===== config.mk =====
export PLATFORM = sky130hd
export DESIGN_NAME = stopwatch_ctrl
export DESIGN_NICKNAME = d
export VERILOG_FILES = /design/src/rtl/stopwatch_pkg.sv /design/src/rtl/btn_debounce.sv /design/src/rtl/stopwatch_ctrl.sv
export SDC_FILE = /design/constraint.sdc
export NUM_CORES = 1
export LEC_CHECK = 0
export ABC_AREA = 1
export BUFFER_PORTS_ARGS = -buffer_cell sky130_fd_sc_hd__buf_2
export CORE_MARGIN = 1.5
export CORE_UTILIZATION = 50
export CTS_BUF_LIST = sky130_fd_sc_hd__clkbuf_4
export DETAILED_ROUTE_END_ITERATION = 8
export PLACE_DENSITY_LB_ADDON = 0.3
export SYNTH_ARGS = -nofsm -noshare
export SYNTH_HDL_FRONTEND = slang
export SYNTH_HIERARCHICAL = 1
export SYNTH_SLANG_ARGS = --single-unit

===== constraint.sdc =====
create_clock -name clk -period 1.71 [get_ports clk]
set_input_delay 0.171 -clock clk [delete_from_list [all_inputs] [get_ports clk]]
set_output_delay 0.171 -clock clk [all_outputs]
set_load 0.01 [all_outputs]

===== src/rtl/stopwatch_pkg.sv =====
// Shared encodings for the stopwatch control front-end: FSM state codes, the
// default debounce length and the registered output bundle.
package stopwatch_pkg;

  localparam logic [1:0] ST_IDLE    = 2'd0;
  localparam logic [1:0] ST_RUNNING = 2'd1;
  localparam logic [1:0] ST_PAUSED  = 2'd2;

  // 10 ms at 100 MHz
  localparam int unsigned DB_CYCLES_DEFAULT = 1000000;

  typedef struct packed {
    logic init_regs;
    logic count_enabled;
    logic running;
    logic paused;
  } ctrl_out_t;

  localparam ctrl_out_t CTRL_OUT_RESET = '{
    init_regs:     1'b1,
    count_enabled: 1'b0,
    running:       1'b0,
    paused:        1'b0
  };

  // A single-cycle debounce still needs a one-bit counter to stay legal.
  function automatic int unsigned cnt_width(input int unsigned cycles);
    return (cycles > 1) ? $clog2(cycles) : 1;
  endfunction

  // Unreachable code 2'd3 decodes like IDLE; the FSM also steers it back there.
  function automatic ctrl_out_t decode_state(input logic [1:0] state);
    ctrl_out_t out;
    out = CTRL_OUT_RESET;
    case (state)
      ST_RUNNING: begin
        out.init_regs     = 1'b0;
        out.count_enabled = 1'b1;
        out.running       = 1'b1;
      end
      ST_PAUSED: begin
        out.init_regs = 1'b0;
        out.paused    = 1'b1;
      end
      default: out = CTRL_OUT_RESET;
    endcase
    return out;
  endfunction

endpackage


===== src/rtl/btn_debounce.sv =====
// Raw push-button conditioning: 2-flop synchroniser, counter debouncer and
// rising-edge detector producing a one-cycle press pulse.
module btn_debounce
  import stopwatch_pkg::*;
#(
  parameter int unsigned DB_CYCLES = DB_CYCLES_DEFAULT
) (
  input  logic clk,
  input  logic rst_n,
  input  logic btn_raw,
  output logic press
);

  localparam int unsigned CntW = cnt_width(DB_CYCLES);
  localparam logic [CntW-1:0] CntMax = CntW'(DB_CYCLES - 1);

  logic            sync1_q, sync2_q;
  logic            stable_q, stable_d;
  logic            press_q, press_d;
  logic [CntW-1:0] cnt_q, cnt_d;

  always_ff @(posedge clk or negedge rst_n) begin
    if (!rst_n) begin
      sync1_q <= 1'b0;
      sync2_q <= 1'b0;
    end else begin
      sync1_q <= btn_raw;
      sync2_q <= sync1_q;
    end
  end

  // The counter only survives while the synchronised level keeps disagreeing
  // with stable, so any bounce back restarts the qualification window.
  always_comb begin
    stable_d = stable_q;
    cnt_d    = '0;
    press_d  = 1'b0;
    if (sync2_q != stable_q) begin
      if (cnt_q == CntMax) begin
        stable_d = sync2_q;
        press_d  = sync2_q;
      end else begin
        cnt_d = cnt_q + CntW'(1);
      end
    end
  end

  always_ff @(posedge clk or negedge rst_n) begin
    if (!rst_n) begin
      stable_q <= 1'b0;
      cnt_q    <= '0;
      press_q  <= 1'b0;
    end else begin
      stable_q <= stable_d;
      cnt_q    <= cnt_d;
      press_q  <= press_d;
    end
  end

  assign press = press_q;

endmodule


===== src/rtl/stopwatch_ctrl.sv =====
// Stopwatch control FSM: turns debounced start/stop and clear presses into
// registered init_regs / count_enabled levels for the BCD timer.
module stopwatch_ctrl
  import stopwatch_pkg::*;
#(
  parameter int unsigned DB_CYCLES = DB_CYCLES_DEFAULT
) (
  input  logic clk,
  input  logic rst_n,
  input  logic btn_start_stop,
  input  logic btn_clear,
  output logic init_regs,
  output logic count_enabled,
  output logic running,
  output logic paused
);

  logic       press_start;
  logic       press_clear;
  logic [1:0] state_q, state_d;
  ctrl_out_t  out_q, out_d;

  btn_debounce #(
    .DB_CYCLES(DB_CYCLES)
  ) u_db_start (
    .clk    (clk),
    .rst_n  (rst_n),
    .btn_raw(btn_start_stop),
    .press  (press_start)
  );

  btn_debounce #(
    .DB_CYCLES(DB_CYCLES)
  ) u_db_clear (
    .clk    (clk),
    .rst_n  (rst_n),
    .btn_raw(btn_clear),
    .press  (press_clear)
  );

  // Clear has priority; a coincident start pulse is dropped, not deferred.
  always_comb begin
    state_d = state_q;
    case (state_q)
      ST_IDLE: begin
        if (press_clear)      state_d = ST_IDLE;
        else if (press_start) state_d = ST_RUNNING;
      end
      ST_RUNNING: begin
        if (press_clear)      state_d = ST_IDLE;
        else if (press_start) state_d = ST_PAUSED;
      end
      ST_PAUSED: begin
        if (press_clear)      state_d = ST_IDLE;
        else if (press_start) state_d = ST_RUNNING;
      end
      default: state_d = ST_IDLE;
    endcase
  end

  // Outputs are decoded from next state into flops so they move on the same
  // edge as the state and never glitch.
  assign out_d = decode_state(state_d);

  always_ff @(posedge clk or negedge rst_n) begin
    if (!rst_n) begin
      state_q <= ST_IDLE;
      out_q   <= CTRL_OUT_RESET;
    end else begin
      state_q <= state_d;
      out_q   <= out_d;
    end
  end

  assign init_regs     = out_q.init_regs;
  assign count_enabled = out_q.count_enabled;
  assign running       = out_q.running;
  assign paused        = out_q.paused;

endmodule


==> out/metrics.yaml <==
synth:
  synth.yosys.warnings: 6
  postSynthAreaPerCell_um2: 8.15
  async_flop_share_pct: 100
  synthTopCellsByArea: "dfrtp_1 45%, nor2_1 11%, nand2_1 7.2%"
  syn_area_mm2: 0.00287
  yosysTopAreaCell: "dfrtp_1"
  syn-instance-count: 352
  ys_seq_elements: 53
  ys_seq_area_share_pct: 46.3
  synthDistinctLibCells: 24
  synth_edf_count: 0
  yosysMostFrequentCell: "nor2_1"
  synthFlopType: "dfrtp_1"
  synth_common_cells: "83 x nor2_1, 55 x nand2_1, 52 x dfrtp_1"
  synth_nets: 360
  yosys.area.top_type_share_pct: 45.3
clock_tree:
  cts-buffers-inserted: 5
  holdBufCountCts: 3
  post_cts_resized: 0
  path_clk_slew_ns: 0.17
  h-tree-depth: 2
  root_buffer: "clkbuf_4"
  cts_setup_buffers: 0
  clock-sinks: 53
  clk_latency_ns: 0.38
  clock_path_buffers: 2
  cts_tree: "built"
final_layout:
  drive_above_1_share_pct: 18.1
  num-nets-final: 377
  n_fill_cell: 505
  antenna_cells: 0
  syn_to_final_growth_pct: 8.06
  final-seq-area_mm2: 0.00133
  final_util_pct: 56.3
  multiInputGateArea_mm2: 0.00140
  finalInstanceArea_mm2: 0.00310
sta:
  rsz0062_at_grt: "false"
  finalSetupTns_ns: 0
  drv_slew: 0
  period_needed_ns: 1.46
  relSlewSlack_pct: 60.9
  worst_pin_slew_ns: 0.587
  hold_violations: 0
  fin_crit_sh_pct: 85.3
  setup_viol: 0
  fmax_ghz: 0.686
  skew_ns: 0.0215
die:
  core-area_mm2: 0.00551
  ios: 8
  start_util_pct: 52.1
  rows: 27
  dieArea_mm2: 0.00620
  die_w_um: 78.8
  chipHeight_um: 78.8
critical_path:
  cp.required_ns: 1.99
  critPathArrivalTime_ns: 1.74
  crit_fanout: 7
  cp.buffers_inverters: 0
  crit_type: "flop to flop"
  cp_slowest_stage_delay_ns: 0.40
  startpoint_type: "flop"
  cp_slowest_cell: "dfrtp_1"
  crit_family: "simple AND/OR/NAND/NOR gates"
  reg2reg_slack_ns: 0.25
  end_kind: "flop"
  critical_path.cell_chain: "ha_1 > nand3_1 > nor2_2 > nand3_2 > nand2_2 > nor2_1"
routing:
  routed-wl-met2_mm: 2.65
  maxUsedRoutingLayer: "met4"
  drt_iter0_drc: 112
  dr_total_vias: 2289
  drt-total-wl_mm: 5.38
  firstDrtPassIters: 4
  avgRoutedWirePerCell_um: 12.2
  avgViaCountPerCell: 5.18
  drc: 0
  postRouteAntennaNets: 0
  m1WireLength_mm: 2.49
  route.met3.wl_um: 130
hold_path:
  hold_path.class: "input port to asynchronous set/reset pin"
place:
  port_buffers: 7
  dp_hpwl_mm: 4.10
  placed_cell_area_mm2: 0.00301
  gp_congestion: 0.892
status:
  status: "complete, no violations"
pwr:
  power_density_mw_per_mm2: 630
  p_switching_uw: 488
  p_leak_nw: 1.33
  sw_frac_of_total_pct: 25.0
  p_int_mw: 1.47
  clkPwrFrac_pct: 30.1
  seqPwrFrac_pct: 65.5
  p_comb_share_pct: 4.4
  peakVddDrop_v: 0.000422
global_route:
  grt_pass1_vias: 2259
  grt_pass1_wl_mm: 9.91
  grt_max_degree: 29
  grt-ovfl-total: 0
  track_usage_pct: 20.2
  grt_antenna_before_repair: 0
job:
  maxCapViolations: 0
-- metal layers --
| layer | GRT usage [%] | vias up |
|---|---|---|
| met1 | 25.3 | 1110 |
| met5 | 0 | - |
| met3 | 4.02 | 11 |
| li1 | - | 1140 |
| met2 | 34.0 | 28 |
| met4 | 8.57 | 0 |
-- per-stage QoR --
stage | hold WS (ns) | worst slack (ns) | instances | total power [mW]
final | 0.296 | 0.252 | 442 | 1.96
after global routing | 0.317 | 0.0825 | 442 | 2.04
after CTS | 0.294 | 0.242 | 442 | 1.98
after detailed placement | 0.205 | 0.262 | 431 | 1.39
after global placement | 0.217 | 0.288 | 431 | 1.39
after floorplan | -0.125 | 0.447 | 352 | 1.34
-- cell type report --
type	count	area share, %
clock buffers	5	1.21
clock inverters	3	0.847
inverters	35	4.24
multi-input cells	263	45.3
flip-flops and latches	53	42.8
well taps	72	2.90
repair buffers	11	2.74
-- worst register-to-register path, delay by kind of cell, from the launching register on --
| family | cells | cell delay, ns |
|---|---|---|
| adders and majority gates | 1 | 0.20 |
| DFF | 1 | 0.40 |
| and+or+nand+nor | 5 | 0.78 |
-- cell usage in the layout (no fill, tap or decap), drive strengths merged, types with 5 or more instances in the layout --
master  instances
nand3          27
buf             8
clkbuf          5
nand4           8
o21ai          11
nor3            8
dfrtp          52
inv            36
a21oi           5
nand2          69
xor2           16
nor2          103
-- path summary, 6_finish.rpt --
check,from,to,depth (start not counted)
min in group clk,u_db_start/sync1_q,u_db_start/sync2_q,0
worst min-delay path,rst_n,u_db_start/cnt_q[10],2
worst max register to register,u_db_start/cnt_q[0],u_db_start/cnt_q[9],6
worst max-delay path,u_db_start/cnt_q[0],u_db_start/cnt_q[9],6
max in group asynchronous,rst_n,u_db_clear/cnt_q[7],3
worst min register to register,u_db_start/sync1_q,u_db_start/sync2_q,0
-- power groups by stage --
stage               Sequential (mW)  Clock [mW]  Combinational (mW)
finish                         1.28       0.588              0.0868
global route                   1.28       0.659               0.101
global placement               1.30           0              0.0825
floorplan                      1.30           0              0.0401
detailed placement             1.30           0              0.0845
CTS                            1.28       0.612              0.0900
-- registers in the layout (all words and copies together), names as in the netlist --
signal	cells
paused	1
u_db_clear/press	1
u_db_clear/sync1_q	1
state_q	2
u_db_start/press	1
u_db_start/cnt_q	20
u_db_start/stable_q	1
u_db_start/sync1_q	1
u_db_start/sync2_q	1
init_regs	1
count_enabled	1
u_db_clear/sync2_q	1
u_db_clear/cnt_q	20
u_db_clear/stable_q	1
-- logic make-up (layout without fill, tap and decap cells) --
| group | count (synthesis) | in the layout | share of synthesized area [%] |
|---|---|---|---|
| AOI/OAI and AO/OA | 16 | 16 | 2.79 |
| DFF | 53 | 53 | 46.3 |
| xor gates and xnor gates | 20 | 20 | 6.63 |
| buffers and inverters | 36 | 54 | 4.84 |
| and+or+nand+nor | 223 | 223 | 37.8 |
| adders and majority gates | 4 | 4 | 1.74 |
Power figures use the tool's default switching activity.
